`src/rtl/yapp_nrouter_pkg.sv`:
```
// yapp_nrouter_pkg: shared definitions for the parametrised YAPP router.
//   state_t   : input FSM states
//   LEN_MSB / LEN_LSB / ADDR_W : header field positions {len[7:2], addr[1:0]}
//   hdr_good  : header acceptance test (addr in range, 1 <= len <= max_len)
package yapp_nrouter_pkg;

    typedef enum logic [1:0] {
        IDLE    = 2'd0,
        PAYLOAD = 2'd1,
        PARITY  = 2'd2,
        DROP    = 2'd3
    } state_t;

    localparam int LEN_MSB = 7;
    localparam int LEN_LSB = 2;
    localparam int ADDR_W  = 2;
    localparam int LEN_W   = LEN_MSB - LEN_LSB + 1;

    function automatic logic hdr_good(input logic [7:0] hdr,
                                      input int         num_ch,
                                      input int         max_len);
        int len;
        int addr;
        len  = int'(hdr[LEN_MSB:LEN_LSB]);
        addr = int'(hdr[ADDR_W-1:0]);
        return (addr < num_ch) && (len >= 1) && (len <= max_len);
    endfunction

endpackage

```
`src/rtl/yapp_fifo.sv`:
```
// yapp_fifo: synchronous single-clock byte FIFO.
//   clock, reset (async, active-low)
//   wr_en/wr_data : push (ignored when full)
//   rd_en/rd_data : pop (ignored when empty); rd_data shows the head entry
//   count/full/empty : occupancy; count is one bit wider than the pointers
//                      so full and empty are unambiguous
module yapp_fifo #(
    parameter int DEPTH = 16,
    parameter int CNT_W = $clog2(DEPTH) + 1
) (
    input  logic             clock,
    input  logic             reset,
    input  logic             wr_en,
    input  logic [7:0]       wr_data,
    input  logic             rd_en,
    output logic [7:0]       rd_data,
    output logic [CNT_W-1:0] count,
    output logic             full,
    output logic             empty
);
    localparam int PTR_W = $clog2(DEPTH);
    localparam logic [CNT_W-1:0] CNT_FULL = CNT_W'(DEPTH);

    logic [7:0]       mem [DEPTH];
    logic [PTR_W-1:0] wr_ptr;
    logic [PTR_W-1:0] rd_ptr;
    logic             do_wr;
    logic             do_rd;

    assign full    = (count == CNT_FULL);
    assign empty   = (count == '0);
    assign do_wr   = wr_en && !full;
    assign do_rd   = rd_en && !empty;
    assign rd_data = mem[rd_ptr];

    // Pointers wrap naturally because DEPTH is a power of two.
    always_ff @(posedge clock or negedge reset) begin
        if (!reset) begin
            wr_ptr <= '0;
            rd_ptr <= '0;
            count  <= '0;
        end else begin
            if (do_wr) wr_ptr <= wr_ptr + 1'b1;
            if (do_rd) rd_ptr <= rd_ptr + 1'b1;
            case ({do_wr, do_rd})
                2'b10:   count <= count + 1'b1;
                2'b01:   count <= count - 1'b1;
                default: count <= count;
            endcase
        end
    end

    always_ff @(posedge clock) begin
        if (do_wr) mem[wr_ptr] <= wr_data;
    end

endmodule

```
`src/rtl/yapp_nrouter.sv`:
```
// yapp_nrouter: YAPP packet router with NUM_CH cut-through output channels.
//   clock, reset (async, active-low)
//   in_data/in_data_vld : input byte stream; in_suspend : registered backpressure
//   out_data[8c+7:8c], out_data_vld[c], out_suspend[c] : output channel c
//   error : one-cycle pulse per dropped header or parity mismatch
//   pkt_cnt/drop_cnt/perr_cnt : saturating statistics, built only when
//   YAPP_NROUTER_STATS_EN is defined (otherwise tied to 0)
module yapp_nrouter
    import yapp_nrouter_pkg::*;
#(
    parameter int NUM_CH     = 3,
    parameter int FIFO_DEPTH = 16,
    parameter int MAX_LEN    = 63
) (
    input  logic                clock,
    input  logic                reset,
    input  logic [7:0]          in_data,
    input  logic                in_data_vld,
    output logic                in_suspend,
    output logic [NUM_CH*8-1:0] out_data,
    output logic [NUM_CH-1:0]   out_data_vld,
    input  logic [NUM_CH-1:0]   out_suspend,
    output logic                error,
    output logic [15:0]         pkt_cnt,
    output logic [15:0]         drop_cnt,
    output logic [15:0]         perr_cnt
);
    localparam int CNT_W = $clog2(FIFO_DEPTH) + 1;
    localparam logic [LEN_W:0] REM_ONE = 1;

    state_t            state;
    logic [ADDR_W-1:0] addr_q;
    logic [LEN_W:0]    rem_q;      // bytes still expected in PAYLOAD / DROP
    logic [7:0]        par_q;

    logic              accept;
    logic              hdr_ok;
    logic [LEN_W-1:0]  hdr_len;
    logic [ADDR_W-1:0] hdr_addr;
    logic              wr_any;
    logic [ADDR_W-1:0] wr_addr;
    logic              susp_nxt;

    logic [NUM_CH-1:0] push;
    logic [NUM_CH-1:0] pop;
    logic [NUM_CH-1:0] f_full;
    logic [NUM_CH-1:0] f_empty;
    logic [7:0]        f_dout [NUM_CH];
    logic [CNT_W-1:0]  f_cnt  [NUM_CH];
    logic [7:0]        od_q   [NUM_CH];

    assign accept   = in_data_vld && !in_suspend;
    assign hdr_ok   = hdr_good(in_data, NUM_CH, MAX_LEN);
    assign hdr_len  = in_data[LEN_MSB:LEN_LSB];
    assign hdr_addr = in_data[ADDR_W-1:0];

    // Write steering and suspend look-ahead. Suspend is decided on the
    // occupancy each FIFO will hold after this edge, so the sender sees it
    // one cycle later while at least one free slot still remains.
    always_comb begin
        int n;
        n        = 0;
        wr_any   = 1'b0;
        wr_addr  = addr_q;
        susp_nxt = 1'b0;
        case (state)
            IDLE: begin
                wr_any  = accept && hdr_ok;
                wr_addr = hdr_addr;
            end
            PAYLOAD, PARITY: wr_any = accept;
            default: wr_any = 1'b0;
        endcase
        for (int c = 0; c < NUM_CH; c++) begin
            push[c] = wr_any && (wr_addr == ADDR_W'(c)) && !f_full[c];
            pop[c]  = !f_empty[c] && !out_suspend[c];
            n = int'(f_cnt[c]) + int'(push[c]) - int'(pop[c]);
            if (n >= FIFO_DEPTH - 1) susp_nxt = 1'b1;
        end
    end

`ifdef YAPP_NROUTER_STATS_EN
    logic [15:0] pkt_q;
    logic [15:0] drop_q;
    logic [15:0] perr_q;

    function automatic logic [15:0] sat_inc(input logic [15:0] v);
        return (v == 16'hFFFF) ? v : v + 16'd1;
    endfunction

    assign pkt_cnt  = pkt_q;
    assign drop_cnt = drop_q;
    assign perr_cnt = perr_q;
`else
    assign pkt_cnt  = '0;
    assign drop_cnt = '0;
    assign perr_cnt = '0;
`endif

    // Input FSM: header decode, payload count, parity check, drop.
    always_ff @(posedge clock or negedge reset) begin
        if (!reset) begin
            state      <= IDLE;
            addr_q     <= '0;
            rem_q      <= '0;
            error      <= 1'b0;
            in_suspend <= 1'b0;
`ifdef YAPP_NROUTER_STATS_EN
            pkt_q      <= '0;
            drop_q     <= '0;
            perr_q     <= '0;
`endif
        end else begin
            error      <= 1'b0;
            in_suspend <= susp_nxt;
            if (accept) begin
                case (state)
                    IDLE: begin
                        if (hdr_ok) begin
                            addr_q <= hdr_addr;
                            rem_q  <= {1'b0, hdr_len};
                            state  <= PAYLOAD;
                        end else begin
                            // len payload bytes plus the parity byte
                            error  <= 1'b1;
                            rem_q  <= {1'b0, hdr_len} + REM_ONE;
                            state  <= DROP;
`ifdef YAPP_NROUTER_STATS_EN
                            drop_q <= sat_inc(drop_q);
`endif
                        end
                    end
                    PAYLOAD: begin
                        rem_q <= rem_q - REM_ONE;
                        if (rem_q == REM_ONE) state <= PARITY;
                    end
                    PARITY: begin
                        state <= IDLE;
                        if (in_data != par_q) begin
                            error  <= 1'b1;
`ifdef YAPP_NROUTER_STATS_EN
                            perr_q <= sat_inc(perr_q);
                        end else begin
                            pkt_q  <= sat_inc(pkt_q);
`endif
                        end
                    end
                    default: begin
                        rem_q <= rem_q - REM_ONE;
                        if (rem_q == REM_ONE) state <= IDLE;
                    end
                endcase
            end
        end
    end

    // Parity accumulator is pure datapath; it is always re-seeded by a header.
    always_ff @(posedge clock) begin
        if (accept) begin
            if (state == IDLE)         par_q <= in_data;
            else if (state == PAYLOAD) par_q <= par_q ^ in_data;
        end
    end

    // Output channel registers.
    always_ff @(posedge clock or negedge reset) begin
        if (!reset) begin
            out_data_vld <= '0;
            for (int c = 0; c < NUM_CH; c++) od_q[c] <= '0;
        end else begin
            out_data_vld <= pop;
            for (int c = 0; c < NUM_CH; c++) begin
                if (pop[c]) od_q[c] <= f_dout[c];
            end
        end
    end

    for (genvar c = 0; c < NUM_CH; c++) begin : g_ch
        assign out_data[8*c +: 8] = od_q[c];

        yapp_fifo #(
            .DEPTH (FIFO_DEPTH)
        ) u_fifo (
            .clock   (clock),
            .reset   (reset),
            .wr_en   (push[c]),
            .wr_data (in_data),
            .rd_en   (pop[c]),
            .rd_data (f_dout[c]),
            .count   (f_cnt[c]),
            .full    (f_full[c]),
            .empty   (f_empty[c])
        );
    end

endmodule

```
`config.mk`:
```
export PLATFORM = sky130hd
export DESIGN_NAME = yapp_nrouter
export DESIGN_NICKNAME = d
export VERILOG_FILES = /design/src/rtl/yapp_nrouter_pkg.sv /design/src/rtl/yapp_fifo.sv /design/src/rtl/yapp_nrouter.sv
export SDC_FILE = /design/constraint.sdc
export NUM_CORES = 1
export LEC_CHECK = 0
export CAP_MARGIN = 20
export CORE_MARGIN = 2
export CORE_UTILIZATION = 45
export CTS_BUF_LIST = sky130_fd_sc_hd__clkbuf_4
export DETAILED_ROUTE_END_ITERATION = 10
export GPL_TIMING_DRIVEN = 0
export SYNTH_ARGS = -nofsm -noshare
export SYNTH_HDL_FRONTEND = slang
export SYNTH_SLANG_ARGS = --single-unit
```
`constraint.sdc`:
```
create_clock -name clock -period 5.4 [get_ports clock]
set_input_delay 1.08 -clock clock [delete_from_list [all_inputs] [get_ports clock]]
set_output_delay 1.08 -clock clock [all_outputs]
set_load 0.02 [all_outputs]
```
==> impl_metrics.tcl, run 1 <==
set metrics [dict create \
    status "completed" \
    fin_setup_tns_ns 0 \
    grt_first_pass_wirelength_um 63700 \
    ys_types 53 \
    grt_max_degree 55 \
    portBuffers 42 \
    drc 0 \
    track_usage_pct 18.2 \
    post-route-period-util_pct 91.4 \
    cp.required_ns 6.12 \
    nets 1452 \
    synth_edf_count 392 \
    cts_buffer_depth 3 \
    cpPeakStageDelay_ns 0.59 \
    cts_made_buffers 119 \
    htreeDepth 3 \
    swShare_pct 31.8 \
    p_sw_mw 3.59 \
    drtIter0Drc 646 \
    hp-class "input port to asynchronous set/reset pin" \
    p_int_mw 7.69 \
    yosys-top-cells-count "edfxtp_1 (392), mux4_2 (120), dfrtp_1 (79), ha_1 (57), buf_4 (48)" \
    core-area_um2 44400 \
    wl_per_cell_um 20.0 \
    synthCells 1145 \
    drive_above_1_share_pct 29.7 \
    cap_violations 0 \
    critPathTopFamily "compound AO/OA/AOI/OAI gates" \
    fmax_mhz 203 \
    ys.flop_type "edfxtp_1" \
    synth.most_common_cell "edfxtp_1" \
    crit_type "input port to flip-flop" \
    rrSetupSlack_ns 0.99 \
    overflow 0 \
    vdd_drop_max_mv 0.231 \
    drtPass1Iterations 5 \
    dr_total_vias 10600 \
    gp_congestion 0.773 \
    worstMarginPinSlew_ns 0.900 \
    ys_seq_area_share_pct 67.5 \
    crit_chain "buf_2, inv_1, ha_1, nor2b_1, a2111oi_4, nor2_1, nor4_4, buf_4, inv_1, ha_1, inv_1, ha_1, inv_1, fa_1, nor2b_1, nor4b_1, a21oi_1, a22oi_1, a211o_1" \
    p_per_area_nw_per_um2 481 \
    cp_max_fo 24 \
    reg2reg_depth 17 \
    final-setup-viol-count 0 \
    fin_cells 2070 \
    dp_hpwl_um 27000 \
    cts_tree "built" \
    wirelength_um 41300 \
    stdcell_area_um2 23500 \
    clock-sinks 471 \
    place_inst 1841 \
    clk_pin_slew_ns 0.06 \
    synth_area_um2 20400 \
    yosysTopAreaCell "edfxtp_1" \
    synth_top_area_share_pct 57.8 \
    via_per_inst 5.11 \
    power_frac_comb_pct 34.5 \
    cp.depth 19 \
    postPlaceCellArea_um2 21900 \
    rr_endpoint "in_suspend" \
    fp.dieH_um 217 \
    start_kind "input port" \
    drv_slew 0 \
    clk_latency_ns 0.83 \
    ys_warn_count 0 \
    worstPathArrival_ns 5.65 \
    crit_path_end_kind "flip-flop" \
    p_seq_share_pct 39.1 \
    ant_nets 0 \
    clock_power_share_pct 26.4 \
    rsz0062_at_grt "no" \
    layout_min_cycle_time_ns 4.93 \
    p_leak_nw 8.50 \
    avgSynthCellArea_um2 17.8 \
    die-area_um2 47000 \
    critPathLaunch "in_data[2]" \
    hold_viol 0 \
    path_buf_inv 6 \
    skew_ns 0.0527 \
    crit_path_frequent_cell "inv_1" \
    cts_root_buffer "clkbuf_4" \
    fp.dieW_um 217 \
    start_util_pct 45.8 \
    crit_slowest_cell "a22oi_1" \
    io_pins 91 \
    fp-row-count 77 \
    antenna_found_initial 1 \
    first_global_vias 10900 \
    area_growth_pct 15.3 \
    synthArstFlopShare_pct 16.8 \
    ys_ff_latch 471 \
    synth.area.top_cells "edfxtp_1 (58%), mux4_2 (13%), dfrtp_1 (9.7%), ha_1 (3.5%), xnor2_1 (1.8%)" \
    max_slew_margin_pct 39.8 \
    r2r-start "g_ch[1].u_fifo.count[2]" \
]
worst max path at each step:
stage / slack (ns) / endpoint
after CTS: 0.004 / in_suspend
after floorplan: 0.94 / in_suspend
after global placement: -2.54 / in_suspend
final: 0.47 / in_suspend
after global routing: 0.22 / in_suspend
after detailed placement: -0.90 / in_suspend
registers in the layout (all words and copies together), names as in the netlist:
register            count
addr_q                  2
error                   1
g_ch.u_fifo.count      15
g_ch.u_fifo.mem       384
g_ch.u_fifo.rd_ptr     12
g_ch.u_fifo.wr_ptr     12
in_suspend              1
out_data               24
out_data_vld            3
par_q                   8
rem_q                   7
state                   2
area by class of cell:
| class | instances | area [um2] |
|---|---|---|
| multi-input cells | 580 | 6060 |
| fillers | 3679 | 20900 |
| well taps | 592 | 741 |
| diodes | 1 | 2.50 |
| repair buffers | 62 | 631 |
| plain buffers | 96 | 559 |
| flip-flops and latches | 471 | 13700 |
| clock buffers | 181 | 1360 |
| clock inverters | 42 | 199 |
| inverters | 45 | 169 |
power groups by stage:
stage,clock (mW),sequential [mW],combinational [mW]
5_1_grt,3.29,4.44,4.28
2_1_floorplan,0,4.57,2.73
3_5_place_dp,0,4.49,3.94
3_3_place_gp,0,4.49,3.88
4_1_cts,3.09,4.41,3.96
6_report,2.98,4.41,3.89
layer usage:
metal / vias up / track usage (%) / routed length (um)
li1: 4884 / - / -
met1: 5369 / 24.0 / 17900
met2: 271 / 29.8 / 20500
met3: 50 / 4.15 / 2180
met4: 0 / 6.78 / 754
met5: - / 0 / 0
per-stage QoR:
step | setup WS, ns | power (mW) | util (%) | hold WS, ns
after floorplan | 0.939 | 7.29 | - | 0.477
after global placement | -2.54 | 8.37 | 48.9 | 0.485
after detailed placement | -0.897 | 8.43 | 49.2 | 0.496
after CTS | 0.00371 | 11.5 | 52.7 | 0.0901
after global routing | 0.223 | 12.0 | 52.8 | 0.142
final | 0.466 | 11.3 | 52.8 | 0.185
kinds of logic after synthesis:
family          after synthesis  synth area share, %
flops                       471                 67.5
simple gates                180                 4.73
mux                         156                 15.2
buf+inv                     141                 3.58
compound gates               72                 2.22
fa+ha+maj                    63                 4.09
xor+xnor                     61                 2.62
other cells                   1               0.0184
cells in the final DEF (no fill, tap or decap), types with 12 or more instances in the layout:
cell and count:
a21oi_1 26, and2_1 23, and3_1 14, buf_2 27, buf_4 55, clkbuf_1 30, clkbuf_4 182, clkdlybuf4s50_1 33
clkinv_1 34, conb_1 48, dfrtp_1 79, edfxtp_1 392, ha_1 57, inv_1 44, mux2_2 30, mux4_2 120
nand2_1 43, nand4_1 12, nor2_1 35, nor3_1 15, o21ai_0 18, xnor2_1 43, xor2_1 18
timing repair:
action | CTS | global route
hold endpoints to repair | 0 | 0
setup buffers | 0 | 5
hold buffers | 0 | 0
gates resized for setup | 0 | 1
endpoints found under the setup margin | 0 | 1
No activity file was read; power rests on OpenSTA's default activity.
==> inputs of run 2 (changes only) <==
- MAX_ROUTING_LAYER: default -> met4
==> impl_metrics.tcl, run 2 (synthesis gave the netlist of run 1 again) <==
set metrics [dict create \
    first_global_vias 10900 \
    start_util_pct 45.8 \
    die-area_um2 47000 \
    dp_hpwl_um 27000 \
    cts_buffer_depth 3 \
    overflow 0 \
    swShare_pct 31.8 \
    fillers 3679 \
    cts_tree "built" \
    worstMarginPinSlew_ns 0.907 \
    place_inst 1841 \
    status "completed" \
    vdd_drop_max_mv 0.231 \
    start_kind "input port" \
    p_int_mw 7.69 \
    htreeDepth 3 \
    crit_path_end_kind "flip-flop" \
    cts_hold_buffers 0 \
    layout_min_cycle_time_ns 4.91 \
    total_power_mw 11.3 \
    skew_ns 0.0494 \
    cp.required_ns 6.11 \
    clock_power_share_pct 26.4 \
    crit_chain "buf_2, inv_1, ha_1, nor2b_1, a2111oi_4, nor2_1, nor4_4, buf_4, inv_1, ha_1, inv_1, ha_1, inv_1, fa_1, nor2b_1, nor4b_1, a21oi_1, a22oi_1, a211o_1" \
    gp_congestion 0.783 \
    rsz0062_at_grt "no" \
    antenna_found_initial 1 \
    cp_max_fo 24 \
    cts_root_buffer "clkbuf_4" \
    clock-sinks 471 \
    fp-row-count 77 \
    max_slew_margin_pct 39.3 \
    post-route-period-util_pct 90.9 \
    crit_slowest_cell "a22oi_1" \
    regMostFlops "g_ch.u_fifo.mem" \
    wl_per_cell_um 20.1 \
    largest_reg_flops 384 \
    ant_nets 0 \
    stdcell_area_um2 23500 \
    final-setup-viol-count 0 \
    worstPathArrival_ns 5.62 \
    drtPass1Iterations 4 \
    via_per_inst 5.10 \
    p_seq_share_pct 39.1 \
    crit_path_frequent_cell "inv_1" \
    dr_total_vias 10500 \
    core-area_um2 44400 \
    nets 1452 \
    fmax_mhz 204 \
    final_cell_mix "edfxtp_1 (392), clkbuf_4 (182), mux4_2 (120)" \
    cts_made_buffers 119 \
    drtIter0Drc 633 \
    crit_type "input port to flip-flop" \
    grt_first_pass_wirelength_um 63800 \
    layout_commonest_cell "edfxtp_1" \
    io_pins 91 \
    track_usage_pct 18.8 \
    fp.dieW_um 217 \
    drive_above_1_share_pct 29.7 \
    cpPeakStageDelay_ns 0.54 \
    wirelength_um 41500 \
    drc 0 \
    grt_max_degree 55 \
    hp-class "input port to asynchronous set/reset pin" \
    portBuffers 42 \
    drv_slew 0 \
    clk_latency_ns 0.82 \
    p_per_area_nw_per_um2 481 \
    fp.dieH_um 217 \
    fin_cells 2070 \
    clk_pin_slew_ns 0.06 \
    p_leak_nw 8.50 \
    area_growth_pct 15.3 \
    power_frac_comb_pct 34.5 \
    cap_violations 0 \
    p_sw_mw 3.59 \
    postPlaceCellArea_um2 21900 \
    hold_viol 0 \
]
run 2: critical path: cells and delay by family:
kind / cells / cell delay [ns]
AO/OA/AOI/OAI: 4 / 1.27
adder cells (fa/ha/maj): 4 / 1.19
buffers and inverters: 6 / 1.19
AND/OR/NAND/NOR: 5 / 0.89
run 2: power groups by stage:
stage	clock (mW)	sequential [mW]	combinational (mW)
2_1_floorplan	0	4.57	2.73
3_3_place_gp	0	4.49	3.88
3_5_place_dp	0	4.49	3.94
4_1_cts	3.09	4.41	3.96
5_1_grt	3.28	4.44	4.27
6_report	2.98	4.41	3.89
run 2: routing by layer:
layer,track usage [%],share of wire (%)
met5,-,0
met4,6.78,1.8
met3,4.10,4.9
met2,29.8,49
met1,24.0,44
run 2: layout make-up:
class,count,area [um2],share of cell area (%)
diodes,1,2.50,0.0107
plain buffers,96,559,2.38
clock buffers,181,1360,5.79
clock inverters,42,199,0.848
inverters,45,169,0.720
multi-input cells,580,6060,25.8
flip-flops and latches,471,13700,58.6
well taps,592,741,3.16
repair buffers,62,631,2.69
run 2: worst paths after layout:
check / to / slack (ns) / cells past startpoint / start
min in group clock: out_data[21] / 0.50 / 1 / out_data[21]
max in group asynchronous: out_data[10] / 4.51 / 2 / reset
max: in_suspend / 0.49 / 19 / in_data[2]
min reg2reg: out_data[21] / 0.50 / 1 / out_data[21]
min: rem_q[4] / 0.19 / 1 / reset
max reg2reg: in_suspend / 0.99 / 17 / g_ch[0].u_fifo.count[3]
run 2: what timing repair did:
item	CTS	global route
setup buffers	0	5
setup endpoints to repair	0	1
gates resized for setup	0	1
run 2: stage by stage:
step / hold WS, ns / setup WS (ns) / TNS (ns) / util, %
finish: 0.194 / 0.493 / 0 / 52.8
global route: 0.142 / 0.219 / 0 / 52.8
CTS: 0.0901 / 0.00371 / 0 / 52.7
detailed placement: 0.496 / -0.897 / -0.897 / 49.2
global placement: 0.485 / -2.54 / -415.24 / 48.9
floorplan: 0.477 / 0.939 / 0 / -
==> inputs of run 3 (changes only) <==
- CORE_UTILIZATION: 45 -> 53
- PLACE_DENSITY: default -> 0.71
==> impl_metrics.tcl, run 3 (synthesis gave the netlist of run 1 again) <==
set metrics [dict create \
    status "completed" \
    hp-class "input port to asynchronous set/reset pin" \
    htreeDepth 3 \
    rrSetupSlack_ns 1.07 \
    drv_slew 0 \
    grt_first_pass_wirelength_um 60900 \
    cts_resized 0 \
    antenna_found_initial 3 \
    dr_total_vias 10600 \
    crit_path_end_kind "flip-flop" \
    final_cell_mix "edfxtp_1 (392), clkbuf_4 (173), mux4_2 (120)" \
    total_power_mw 11.2 \
    nets 1442 \
    core-area_um2 37800 \
    worstMarginPinSlew_ns 1.05 \
    swShare_pct 31.5 \
    crit_chain "buf_2, clkbuf_2, nor4_2, a2111oi_4, nor2_1, nor4_4, inv_1, ha_1, inv_1, ha_1, inv_1, fa_1, nor2b_1, o31ai_1, xor2_1, a21oi_1, a22oi_1, a211o_1" \
    cts_hold_buffers 0 \
    clk_latency_ns 0.82 \
    grt_max_degree 54 \
    regMostFlops "g_ch.u_fifo.mem" \
    fp-row-count 71 \
    crit_path_frequent_cell "inv_1" \
    wirelength_um 39600 \
    p_leak_nw 8.43 \
    cts_buffer_depth 3 \
    fmax_mhz 199 \
    start_util_pct 53.9 \
    cts_tree "built" \
    place_inst 1757 \
    worstPathArrival_ns 5.70 \
    first_global_vias 11000 \
    portBuffers 42 \
    gp_congestion 0.775 \
    drtPass1Iterations 5 \
    wl_per_cell_um 20.1 \
    p_per_area_nw_per_um2 483 \
    multiInputGateArea_um2 6060 \
    vdd_drop_max_mv 0.234 \
    power_frac_comb_pct 34.1 \
    cap_violations 0 \
    p_seq_share_pct 39.4 \
    max_slew_margin_pct 29.9 \
    dp_hpwl_um 24800 \
    fp.dieW_um 200 \
    post_cts_buffers 0 \
    critPathTopFamily "buffers and inverters" \
    final-setup-viol-count 0 \
    via_per_inst 5.35 \
    r2r-start "g_ch[0].u_fifo.count[2]" \
    hold_viol 0 \
    area_growth_pct 14.2 \
    drc 0 \
    skew_ns 0.0677 \
    drive_above_1_share_pct 29.0 \
    rr_endpoint "in_suspend" \
    p_int_mw 7.68 \
    path_buf_inv 5 \
    largest_reg_flops 384 \
    cts_root_buffer "clkbuf_4" \
    ant_nets 0 \
    cp_max_fo 49 \
    cp.required_ns 6.08 \
    seq_area_um2 13700 \
    drtIter0Drc 767 \
    post-route-period-util_pct 93.0 \
    p_sw_mw 3.54 \
    crit_slowest_cell "buf_2" \
    fp.dieH_um 200 \
    cpPeakStageDelay_ns 0.77 \
    clk_pin_slew_ns 0.07 \
    start_kind "input port" \
    die-area_um2 40000 \
    io_pins 91 \
    track_usage_pct 21.4 \
    cts_made_buffers 117 \
    crit_type "input port to flip-flop" \
    layout_commonest_cell "edfxtp_1" \
    clock-sinks 471 \
    reg2reg_depth 17 \
    rsz0062_at_grt "no" \
    fillers 2813 \
    fin_cells 1974 \
    whs_ns 0.278 \
    clock_power_share_pct 26.5 \
    overflow 0 \
    layout_min_cycle_time_ns 5.02 \
]
[run 3: cell type report]
class / count / area share, %
sequential: 471 / 59.1
antenna: 3 / 0.0323
clock inverter: 41 / 1.02
multi-input combinational: 580 / 26.1
clock buffer: 173 / 5.59
tap: 511 / 2.75
timing repair buffer: 54 / 2.25
inverter: 45 / 0.727
buffer: 96 / 2.41
[run 3: routing by layer]
metal  GRT usage, %  vias up  share of wire (%)
met5              -        -                  0
met4           8.64        0                2.8
met3           4.67       68                6.2
met2           34.4      329                 50
met1           26.6     5297                 41
li1               -     4864                  -
[run 3: power by group through the flow]
stage / sequential (mW) / combinational, mW / clock (mW)
2_1_floorplan: 4.57 / 2.73 / 0
3_3_place_gp: 4.48 / 3.78 / 0
3_5_place_dp: 4.49 / 3.86 / 0
4_1_cts: 4.42 / 3.88 / 3.08
5_1_grt: 4.45 / 4.19 / 3.27
6_report: 4.42 / 3.82 / 2.98
[run 3: worst max path at each step]
| stage | start | end | slack (ns) | depth (start not counted) |
|---|---|---|---|---|
| after floorplan | in_data[2] | in_suspend | 0.94 | 18 |
| after global placement | in_data[2] | in_suspend | -1.94 | 19 |
| after detailed placement | in_data[7] | in_suspend | -0.41 | 18 |
| after CTS | in_data[6] | in_suspend | 0.49 | 18 |
| after global routing | in_data[6] | in_suspend | 0.11 | 18 |
| final | in_data[7] | in_suspend | 0.38 | 18 |
[run 3: stage by stage]
| step | area [um2] | util, % | worst slack [ns] | TNS [ns] |
|---|---|---|---|---|
| after floorplan | 20500 | - | 0.939 | 0 |
| after global placement | 21600 | 57.2 | -1.94 | -311.25 |
| after detailed placement | 21700 | 57.5 | -0.411 | -0.411 |
| after CTS | 23200 | 61.5 | 0.495 | 0 |
| after global routing | 23200 | 61.6 | 0.108 | 0 |
| final | 23200 | 61.6 | 0.380 | 0 |
[run 3: worst register-to-register path, delay by kind of cell (launching register included)]
family          cells  cell delay (ns)
simple gates        2             0.28
flops               1             0.41
fa+ha+maj           4             1.09
compound gates      4             1.11
buf+inv             6             1.16
xor+xnor            1             0.16
